[config.mk]
export PLATFORM = sky130hd
export DESIGN_NAME = axi_fetch_stage
export DESIGN_NICKNAME = d
export VERILOG_FILES = /design/src/rtl/axi_fetch_stage.sv
export SDC_FILE = /design/constraint.sdc
export NUM_CORES = 1
export LEC_CHECK = 0
export CORE_MARGIN = 2
export CORE_UTILIZATION = 41
export DETAILED_ROUTE_END_ITERATION = 8
export PLACE_DENSITY = 0.78
export SYNTH_ARGS = -nofsm -noshare
export SYNTH_HDL_FRONTEND = slang
export SYNTH_SLANG_ARGS = --single-unit
[constraint.sdc]
create_clock -name clk -period 2.5 [get_ports clk]
set_input_delay 0.25 -clock clk [delete_from_list [all_inputs] [get_ports clk]]
set_output_delay 0.25 -clock clk [all_outputs]
set_load 0.02 [all_outputs]
[src/rtl/axi_fetch_stage.sv]
// Instruction-fetch stage: owns the fetch PC, issues single-beat 64-bit AXI reads,
// and hands {instr, pc, fault} to IF/ID over valid/ready with redirect support.
module axi_fetch_stage #(
    parameter int                ID_WIDTH   = 13,
    parameter int                ADDR_WIDTH = 64,
    parameter int                DATA_WIDTH = 64,
    parameter logic [ID_WIDTH-1:0] FETCH_ID = '0
) (
    input  logic                  clk,
    input  logic                  reset,
    input  logic [ADDR_WIDTH-1:0] entry,
    input  logic                  redirect_valid,
    input  logic [ADDR_WIDTH-1:0] redirect_pc,
    output logic                  out_valid,
    input  logic                  out_ready,
    output logic [31:0]           out_instr,
    output logic [ADDR_WIDTH-1:0] out_pc,
    output logic                  out_fault,
    output logic [ID_WIDTH-1:0]   m_axi_arid,
    output logic [ADDR_WIDTH-1:0] m_axi_araddr,
    output logic [7:0]            m_axi_arlen,
    output logic [2:0]            m_axi_arsize,
    output logic [1:0]            m_axi_arburst,
    output logic                  m_axi_arlock,
    output logic [3:0]            m_axi_arcache,
    output logic [2:0]            m_axi_arprot,
    output logic                  m_axi_arvalid,
    input  logic                  m_axi_arready,
    input  logic [DATA_WIDTH-1:0] m_axi_rdata,
    input  logic [1:0]            m_axi_rresp,
    input  logic                  m_axi_rlast,
    input  logic                  m_axi_rvalid,
    output logic                  m_axi_rready
);

    typedef enum logic [1:0] {
        IDLE = 2'd0,
        AR   = 2'd1,
        R    = 2'd2,
        HOLD = 2'd3
    } state_t;

    state_t                  state_reg, state_next;
    logic [ADDR_WIDTH-1:0]   pc_reg, pc_next;
    logic [ADDR_WIDTH-1:0]   araddr_reg, araddr_next;
    logic [ADDR_WIDTH-1:0]   out_pc_reg, out_pc_next;
    logic [31:0]             out_instr_reg, out_instr_next;
    logic                    out_fault_reg, out_fault_next;
    logic                    pending_reg, pending_next;
    logic [ADDR_WIDTH-1:0]   redirect_target;
    logic [31:0]             lane [2];

    genvar gi;
    generate
        for (gi = 0; gi < 2; gi++) begin : g_lane
            assign lane[gi] = m_axi_rdata[gi*32 +: 32];
        end
    endgenerate

    assign redirect_target = {redirect_pc[ADDR_WIDTH-1:2], 2'b00};

    logic unused_inputs;
    assign unused_inputs = &{1'b0, redirect_pc[1:0], m_axi_rlast};

    always_comb begin
        state_next     = state_reg;
        pc_next        = pc_reg;
        araddr_next    = araddr_reg;
        out_pc_next    = out_pc_reg;
        out_instr_next = out_instr_reg;
        out_fault_next = out_fault_reg;
        pending_next   = pending_reg;

        case (state_reg)
            IDLE: begin
                state_next = AR;
                if (redirect_valid) pc_next = redirect_target;
            end
            AR: begin
                // The request in flight must finish unchanged; its beat gets dropped later.
                if (redirect_valid) begin
                    pc_next      = redirect_target;
                    pending_next = 1'b1;
                end
                if (m_axi_arready) state_next = R;
            end
            R: begin
                if (redirect_valid) begin
                    pc_next      = redirect_target;
                    pending_next = 1'b1;
                end
                if (m_axi_rvalid) begin
                    pending_next = 1'b0;
                    if (pending_reg || redirect_valid) begin
                        state_next = AR;
                    end else begin
                        out_instr_next = lane[pc_reg[2]];
                        out_pc_next    = pc_reg;
                        out_fault_next = (m_axi_rresp != 2'b00);
                        state_next     = HOLD;
                    end
                end
            end
            HOLD: begin
                // A redirect overrides pc+4 even when the handshake completes this cycle.
                if (redirect_valid) begin
                    pc_next    = redirect_target;
                    state_next = AR;
                end else if (out_ready) begin
                    pc_next    = pc_reg + ADDR_WIDTH'(4);
                    state_next = AR;
                end
            end
            default: state_next = IDLE;
        endcase

        // Address is captured on entry to AR so it cannot move while arvalid is high.
        if (state_next == AR && state_reg != AR)
            araddr_next = {pc_next[ADDR_WIDTH-1:3], 3'b000};
    end

    always_ff @(posedge clk) begin
        if (reset) begin
            state_reg     <= IDLE;
            pc_reg        <= entry;
            araddr_reg    <= '0;
            out_pc_reg    <= '0;
            out_instr_reg <= '0;
            out_fault_reg <= 1'b0;
            pending_reg   <= 1'b0;
        end else begin
            state_reg     <= state_next;
            pc_reg        <= pc_next;
            araddr_reg    <= araddr_next;
            out_pc_reg    <= out_pc_next;
            out_instr_reg <= out_instr_next;
            out_fault_reg <= out_fault_next;
            pending_reg   <= pending_next;
        end
    end

    assign out_valid     = (state_reg == HOLD);
    assign out_instr     = out_instr_reg;
    assign out_pc        = out_pc_reg;
    assign out_fault     = out_fault_reg;

    assign m_axi_arid    = FETCH_ID;
    assign m_axi_araddr  = araddr_reg;
    assign m_axi_arlen   = 8'd0;
    assign m_axi_arsize  = 3'b011;
    assign m_axi_arburst = 2'b01;
    assign m_axi_arlock  = 1'b0;
    assign m_axi_arcache = 4'd0;
    assign m_axi_arprot  = 3'd0;
    assign m_axi_arvalid = (state_reg == AR);
    assign m_axi_rready  = (state_reg == R);

endmodule

Word-level counts from Yosys, hierarchy flattened --
Cells that the tools add are included. W data, S select, Z words.
Cells by class: add/subtract/negate cells 1, multipliers 0, div/mod/pow operators 0, magnitude comparators 1, equality and inequality tests 7, shift-type cells 0, mux-type cells 17, bitwise gates (word level) 2, reductions and logical operators 8
Operators with widths (count):
- $mux W64 | 4
- $pmux W64 S2 | 1
- $mux W32 | 3
- $add A64 B3 Y64 const B | 1
- $mux W2 | 5
- $pmux W2 S4 | 1
- $eq A2 B1 Y1 const B | 2
- $eq A2 B2 Y1 const B | 2
- $ne A4 B3 Y1 const B | 1
- $reduce_bool A2 Y1 | 2
- $ne A3 B1 Y1 const B | 1
- $reduce_and A3 Y1 | 1
- $reduce_or A3 Y1 | 1
- $ge A2 B2 Y1 const B | 1
- $logic_not A2 Y1 | 1
- $mux W1 | 2
- $ne A2 B1 Y1 const B | 1
- $not A1 Y2 | 1
- $pmux W1 S2 | 1
- $reduce_and A2 Y1 | 1
- $logic_and A1 B1 Y1 | 1
- $logic_or A1 B1 Y1 | 1
- $not A1 Y1 | 1
Word-level totals: register bits after elaboration 225, latch bits 0, RAM bits 0, memory bits (read-only) 0, input port bits 201, output and inout bits 198, word-level logic and storage cells 44, memories kept 0

Depth between registers and ports, before layout --
Gate-level depths: netlist of the first run.
word-level depth 6, gate-level depth with buffers 10

Worst setup path before layout of the first run --
Ideal clock, no wire load.
path type flip-flop to flip-flop, start reg state_reg[0], end reg araddr_reg[47] (netlist: m_axi_araddr[47]), library setup time 101 ps, arrival 2494 ps, data required time 2399 ps, setup slack -95 ps, stages on the path, launching flop included 8, cells stage by stage dfxtp_1 > ha_1 > inv_1 > or4_1 > nor3_1 > a31o_2 > a21oi_1 > o41ai_1
On the way: elaborated cells between the ends (all ways) 14, classes of those cells 5 x eq/ne; 6 x mux; 3 x reduce/logical
RTL lines:
- from (decl) | line 43 | state_t state_reg, state_next;
- from (signal assigned) | line 132 | state_reg <= state_next;
- $eq A2 B2 Y1 *
- net out_valid | line 14 | output logic out_valid,
- $pmux W2 S4 | line 74 | case (state_reg)
- $eq A2 B1 Y1 | line 118 | if (state_next == AR && state_reg != AR)
- $logic_and A1 B1 Y1 | line 118
- to (signal assigned) | line 134 | araddr_reg <= araddr_next;
- to (decl) | line 45 | logic [ADDR_WIDTH-1:0] araddr_reg, araddr_next;
Mark *: on every way through the listed nets, which the timed path passes. The rest lies on a longest branch. A chain may end at the register's enable or synchronous reset.

Worst setup path after layout of the first run --
start reg pc_reg[16], end reg pc_reg[58]
On the way: word-level cells in the longest chain between the ends 5
Ends and longest elaborated chain:
- from (decl) | line 44 | logic [ADDR_WIDTH-1:0] pc_reg, pc_next;
- from (signal assigned) | line 125 | pc_reg <= entry;
- from (signal assigned) | line 133 | pc_reg <= pc_next;
- $add A64 B3 Y64 | line 110 | pc_next = pc_reg + ADDR_WIDTH'(4);
- $mux W64 | line 109 | end else if (out_ready) begin
- $mux W64 | line 106 | if (redirect_valid) begin
- $pmux W64 S2 | line 74
- $mux W64 | line 123 | if (reset) begin
No other way between the ends. The select of a mux whose other input is x is not followed.

==> impl_results.md, run 1 <==
- Final Cycle Share: 1.02
- Clock edge transition at the registers on the reported setup and hold paths: 0.06 ns
- Average wire per cell in the routed design: 18.6 um
- Pin count of the biggest net entering global routing: 71
- Skew final: 0.0276 ns
- Area fraction of the dominant cell type after synthesis: 0.414
- Num CTS Buffers: 25
- Count of unique library cells instantiated by Yosys: 58
- Final count of hold timing violations: 0
- Synth area leaders: sky130_fd_sc_hd__dfxtp_1, sky130_fd_sc_hd__nand2_1, sky130_fd_sc_hd__a21oi_1
- Crit path max-delay family: simple AND/OR/NAND/NOR gates
- Library cell appearing most often on the critical path: sky130_fd_sc_hd__or4_4
- Core ar.: 25900 um2
- Post-synthesis cell count: 1360
- Min-Delay Path Class: input port to register
- Final count of pins violating max slew: 0
- H-tree levels: 1
- Remaining global-route overflow: 0
- Initial antenna violation count: 10
- Measured slew at the worst slew-check pin: 0.813 ns
- Capturing element type of the critical path: register
- Fin nets: 1975
- Port buffer count: 358
- DRC violations left: 0
- DIE AREA: 27500 um2
- Std cell rows: 59
- Critical path's largest stage delay: 0.58 ns
- Total power divided by cell area: 599 nW/um2
- Worst slew slack as a fraction of its limit: 0.458
- Summed negative setup slack over all endpoints: -0.121 ns
- Failing checks: negative setup slack
- Via count of the routed design: 11600
- Width of the chip: 166 um
- Number of detailed-route iterations in the first pass: 5
- Layout area overhead: 52.4%
- Synthesized cell area: 10700 um2
- Warnings, synthesis: 0
- CP Data Required Time: 2.97 ns
- Worst setup slack after placement: -0.259 ns
- WS Path Type: register to register
- Slowest cell on crit path: sky130_fd_sc_hd__or4_4
- Critical path data arrival time: 3.02 ns
- Clock sink count: 225
- Reported leakage power: 0.00606 uW
- Vias in the first global route: 11200
- Proportion of register bits with asynchronous set or reset after synthesis: 0
- Final core utilization: 0.631
- Clock network latency to the later pin of the worst-skew pair: 0.54 ns
- Part of the Yosys area used for sequential elements: 0.422
- Total buffers and inverters traversed by the critical path: 0
- Worst path cell trace: nand3_1, or2_2, or4_4, or4_4, o211ai_1, mux2_4
- Shortest period the worst path allows: 2.55 ns
- Starting density of the core: 0.414
- CTS tree: done
- Number of DRC markers in iteration 0: 1021
- Cell chosen for the clock root: sky130_fd_sc_hd__clkbuf_16
- Worst supply voltage drop on vdd: 0.421 mV
- Post-synth top flop: sky130_fd_sc_hd__dfxtp_1
- Launching element type of the critical path: register
- #FFs+latches synth: 225
- Global-route wire length before repair: 60000 um
- Die boundary height: 166 um
- Layout cell share with drive strength beyond 1: 0.130
- Number of routed nets with antenna violations: 0
- Half-perimeter wire length after detailed placement: 29300 um
- Synthesized area divided by synthesized cell count: 7.89 um2
- Count of flip-flops with a built-in enable after synthesis: 3
- Achievable clock frequency: 391 MHz
- Run status: complete, but fails checks
- Maximum buffer depth of the clock tree: 3
- Wirelength, routed: 39500 um
- Final setup violation count: 5
- Placer's final routability congestion estimate: 0.924
- Register-to-register path setup slack: -0.05 ns
- Drt via density: 5.45
- Number of I/O pins: 399
- Top cell type by total area after synthesis: sky130_fd_sc_hd__dfxtp_1
- Max-capacitance violation count: 0
- Final worst-path setup slack: -0.0546 ns
- GRT Overall Usage: 0.269
- Worst-path maximum fanout: 4
- RSZ-0062 raised after global routing: true
## power by group
part	switching [uW]	internal, uW
combinational	1000	925
clock	1550	2310
sequential	179	3830
total	2730	7060
## Yosys cell counts, drive strengths merged, types with 9 or more instances
cell,number
xor2,15
nand3,56
a211oi,36
a21oi,107
dfxtp,222
o21ai,103
nor3,26
buf,53
nand4,40
o211ai,9
nand2b,17
xnor2,22
nand2,247
and4,11
o21a,10
nor2,75
mux2i,47
and3,9
clkbuf,86
o31ai,12
nor2b,9
or4,9
nor4,31
inv,33
## placed cells by master (no fill, tap or decap), drive strengths merged, types with 15 or more instances in the layout
cell and instances:
xor2 15, buf 129, nand2b 17, xnor2 22
conb 37, inv 34, mux2i 47, dfxtp 222
nand3 56, nor4 31, nand4 40, nand2 247
clkdlybuf4s50 356, nor3 26, nor2 75, a211oi 36
o21ai 103, a21oi 107, clkbuf 30
## metrics by stage
step           hold WS [ns]  cells  cell area, um2  total power, uW
2_1_floorplan         0.353   1395           10900             4970
3_3_place_gp          0.442   2070           15200             5920
3_5_place_dp          0.446   2070           15200             5950
4_1_cts              0.0504   2115           16100             9790
5_1_grt              0.0693   2126           16400            10100
6_report             0.0631   2128           16400             9800
## repair_timing
item | 4_1_cts | 5_1_grt
setup endpoints to repair | 16 | 41
buffers inserted | 2 | 4
hold buffers | 0 | 0
pin swaps | 5 | 10
resized for setup | 14 | 36
## cells by family (layout without fill, tap and decap cells)
group           count (synthesis)  count (layout)  synth area share
compound gates                315             315             0.174
simple gates                  550             550             0.243
fa+ha+maj                       6               6           0.00699
mux                            53              53            0.0501
other cells                     2              46          0.000699
xor+xnor                       37              37            0.0302
flops                         225             225             0.422
buf+inv                       172             561            0.0737
## layout make-up
class | count | area (um2)
Inverter | 33 | 124
Fill cell | 2210 | 9550
Clock inverter | 13 | 184
Tap cell | 335 | 419
Clock buffer | 30 | 664
Antenna cell | 9 | 22.5
Sequential cell | 225 | 4550
Multi-Input combinational cell | 998 | 5770
Timing Repair Buffer | 485 | 4630
## worst paths after layout
kind,from,to,depth (start not counted)
hold / removal,reset,state_reg[1],2
setup reg to reg,pc_reg[16],pc_reg[58],6
hold reg to reg,out_pc[44],out_pc[44],2
setup / recovery,pc_reg[16],pc_reg[58],6
## routing by layer
layer / wire (um) / global-route usage
met1: 15300 / 0.319
met2: 19200 / 0.459
met3: 3820 / 0.0810
met4: 1190 / 0.101
met5: 13 / 0
Power figures use the tool's default switching activity.
==> inputs of run 2 (changes only) <==
- CORE_UTILIZATION: 41 -> 40
- PLACE_DENSITY: 0.78 -> 0.76
==> run 2 against run 1 <==
Compared with the run above:
- core utilization shrank 1.3 points
- critical path type unchanged
- non-clock buffer count decreased by 13
- the run now ends clean
- register-to-register slack improved by 0.06 ns
- worst setup slack gained 0.055 ns
- largest cell class unchanged
- die area up 2.4%
- largest power group unchanged
- critical path depth did not move
- clock skew down 0.010 ns
- design area decreased by 0.92%
==> impl_results.md, run 2 (synthesized netlist as in run 1, its figures left out) <==
- Run status: complete, no violations (was complete, but fails checks)
- Number of I/O pins: 399 (unchanged)
- Clock edge transition at the registers on the reported setup and hold paths: 0.06 ns (about the same)
- R2r startpoint: pc_reg[19] (was pc_reg[16])
- Number of DRC markers in iteration 0: 1049 (was 1021)
- Num CTS Buffers: 27 (was 25)
- Worst reg2reg path endpoint: pc_reg[58] (unchanged)
- Number of placed cells counting well taps: 2062 (was 2070)
- Total power divided by cell area: 607 nW/um2 (was 599 nW/um2)
- GRT Overall Usage: 0.263 (was 0.269)
- Achievable clock frequency: 400 MHz (was 391 MHz)
- Worst r2r path cells: 6 (unchanged)
- Number of routed nets with antenna violations: 0 (unchanged)
- Min-Delay Path Class: input port to register (unchanged)
- Final worst-path setup slack: 0.000693 ns (was -0.0546 ns)
- Clock sink count: 225 (unchanged)
- DIE AREA: 28200 um2 (was 27500 um2)
- Maximum buffer depth of the clock tree: 3 (unchanged)
- Final core utilization: 0.619 (was 0.631)
- Capturing element type of the critical path: register (unchanged)
- Clock network latency to the later pin of the worst-skew pair: 0.53 ns (was 0.54 ns)
- Number of standard cells in the layout, taps in and fillers out: 2117 (was 2128)
- Vias in the first global route: 11000 (was 11200)
- Fin nets: 1964 (was 1975)
- Number of detailed-route iterations in the first pass: 5 (unchanged)
- Final count of hold timing violations: 0 (unchanged)
- Layout area overhead: 51.0% (was 52.4%)
- Placer's final routability congestion estimate: 0.937 (was 0.924)
- Critical path data arrival time: 2.96 ns (was 3.02 ns)
- Average wire per cell in the routed design: 18.3 um (was 18.6 um)
- Max-capacitance violation count: 0 (unchanged)
- Shortest period the worst path allows: 2.50 ns (was 2.55 ns)
- Via count of the routed design: 11400 (was 11600)
- Die boundary height: 168 um (was 166 um)
- Starting density of the core: 0.410 (was 0.414)
- Measured slew at the worst slew-check pin: 0.861 ns (was 0.813 ns)
- Width of the chip: 168 um (was 166 um)
- Hold worst-path end: out_pc[13] (was state_reg[1])
- Leading cell type in the layout, fill and taps excluded: sky130_fd_sc_hd__clkdlybuf4s50_1 (unchanged)
- CP Data Required Time: 2.96 ns (was 2.97 ns)
- Final setup violation count: 0 (was 5)
- Reported leakage power: 0.00601 uW (was 0.00606 uW)
- Drt via density: 5.39 (was 5.45)
- Half-perimeter wire length after detailed placement: 28900 um (was 29300 um)
- Launching element type of the critical path: register (unchanged)
- Final Cycle Share: 1.00 (was 1.02)
- Highest-count cells in the layout ignoring fill and taps: sky130_fd_sc_hd__clkdlybuf4s50_1, sky130_fd_sc_hd__nand2_1, sky130_fd_sc_hd__dfxtp_1 (unchanged)
- Number of cells on the worst hold path: 2 (unchanged)
- Pin count of the biggest net entering global routing: 97 (was 71)
- Worst-path maximum fanout: 4 (unchanged)
- H-tree levels: 1 (unchanged)
- Register-to-register path setup slack: 0.0007 ns (was -0.05 ns)
- Global-route wire length before repair: 59200 um (was 60000 um)
- DRC violations left: 0 (unchanged)
- Startpoint of the tightest hold check path: reset (unchanged)
- Skew final: 0.0174 ns (was 0.0276 ns)
- Port buffer count: 358 (unchanged)
- Hold_buf cts: 0 (unchanged)
- Worst setup path startpoint: pc_reg[19] (was pc_reg[16])
- CTS tree: done (unchanged)
- Cell chosen for the clock root: sky130_fd_sc_hd__clkbuf_16 (unchanged)
- RSZ-0062 raised after global routing: true (unchanged)
- Wirelength, routed: 38700 um (was 39500 um)
- Layout cell share with drive strength beyond 1: 0.118 (was 0.130)
- Worst setup slack after placement: -0.142 ns (was -0.259 ns)
- Initial antenna violation count: 7 (was 10)
- Remaining global-route overflow: 0 (unchanged)
- Final count of pins violating max slew: 0 (unchanged)
- WS Path Type: register to register (unchanged)
- Std cell rows: 59 (unchanged)
- Worst slew slack as a fraction of its limit: 0.426 (was 0.458)
- Worst supply voltage drop on vdd: 0.453 mV (was 0.421 mV)
- Core ar.: 26200 um2 (was 25900 um2)
-- run 2: per-layer routing --
metal	up-vias	wire length, um	GRT usage
li1	5498	-	-
met1	5310	15500	0.322
met2	520	18600	0.449
met3	77	3340	0.0644
met4	0	1280	0.0979
met5	-	0	0
-- run 2: how the worst max path moves through the flow --
stage | end | slack (ns) | cells after the start
detailed placement | m_axi_araddr[53] | -0.14 | 9
finish | pc_reg[58] | 0.0007 | 6
CTS | m_axi_araddr[46] | -0.002 | 8
floorplan | pc_reg[58] | 0.01 | 7
global route | pc_reg[58] | -0.08 | 6
global placement | m_axi_araddr[53] | -0.15 | 9
-- run 2: where the power goes --
| part | switching [uW] | internal (uW) |
|---|---|---|
| logic | 982 | 899 |
| clock network | 1560 | 2410 |
| registers | 177 | 3830 |
-- run 2: critical path, stage by stage (launching register included) --
cell and delay [ns]:
sky130_fd_sc_hd__dfxtp_1 0.35, sky130_fd_sc_hd__nand3_2 0.11, sky130_fd_sc_hd__or4_4 0.50, sky130_fd_sc_hd__or4_4 0.58
sky130_fd_sc_hd__or4_1 0.48, sky130_fd_sc_hd__o211ai_1 0.23, sky130_fd_sc_hd__mux2_4 0.18
-- run 2: final cells by class --
cell class                      count  area (um2)
Antenna cell                        7        17.5
Fill cell                        2278        9990
Tap cell                          335         419
Inverter                           33         124
Timing Repair Buffer              472        4510
Multi-Input combinational cell    998        5700
Clock inverter                     12         149
Clock buffer                       35         746
Sequential cell                   225        4550
-- run 2: through the flow --
stage	hold WS [ns]	TNS, ns	area, um2	total power, uW
finish	0.128	0	16200	9850
global route	0.143	-0.400	16200	10200
CTS	0.119	-0.00152	16100	9870
detailed placement	0.446	-0.927	15200	5930
global placement	0.442	-0.971	15200	5900
floorplan	0.353	0	10900	4970
-- run 2: repair_timing --
action                     4_1_cts  5_1_grt
cloned                           0        0
gates resized for setup          6       26
hold endpoints to repair         0        0
pin swaps                        0        5
setup endpoints to repair       14       46
buffers inserted                 0        1
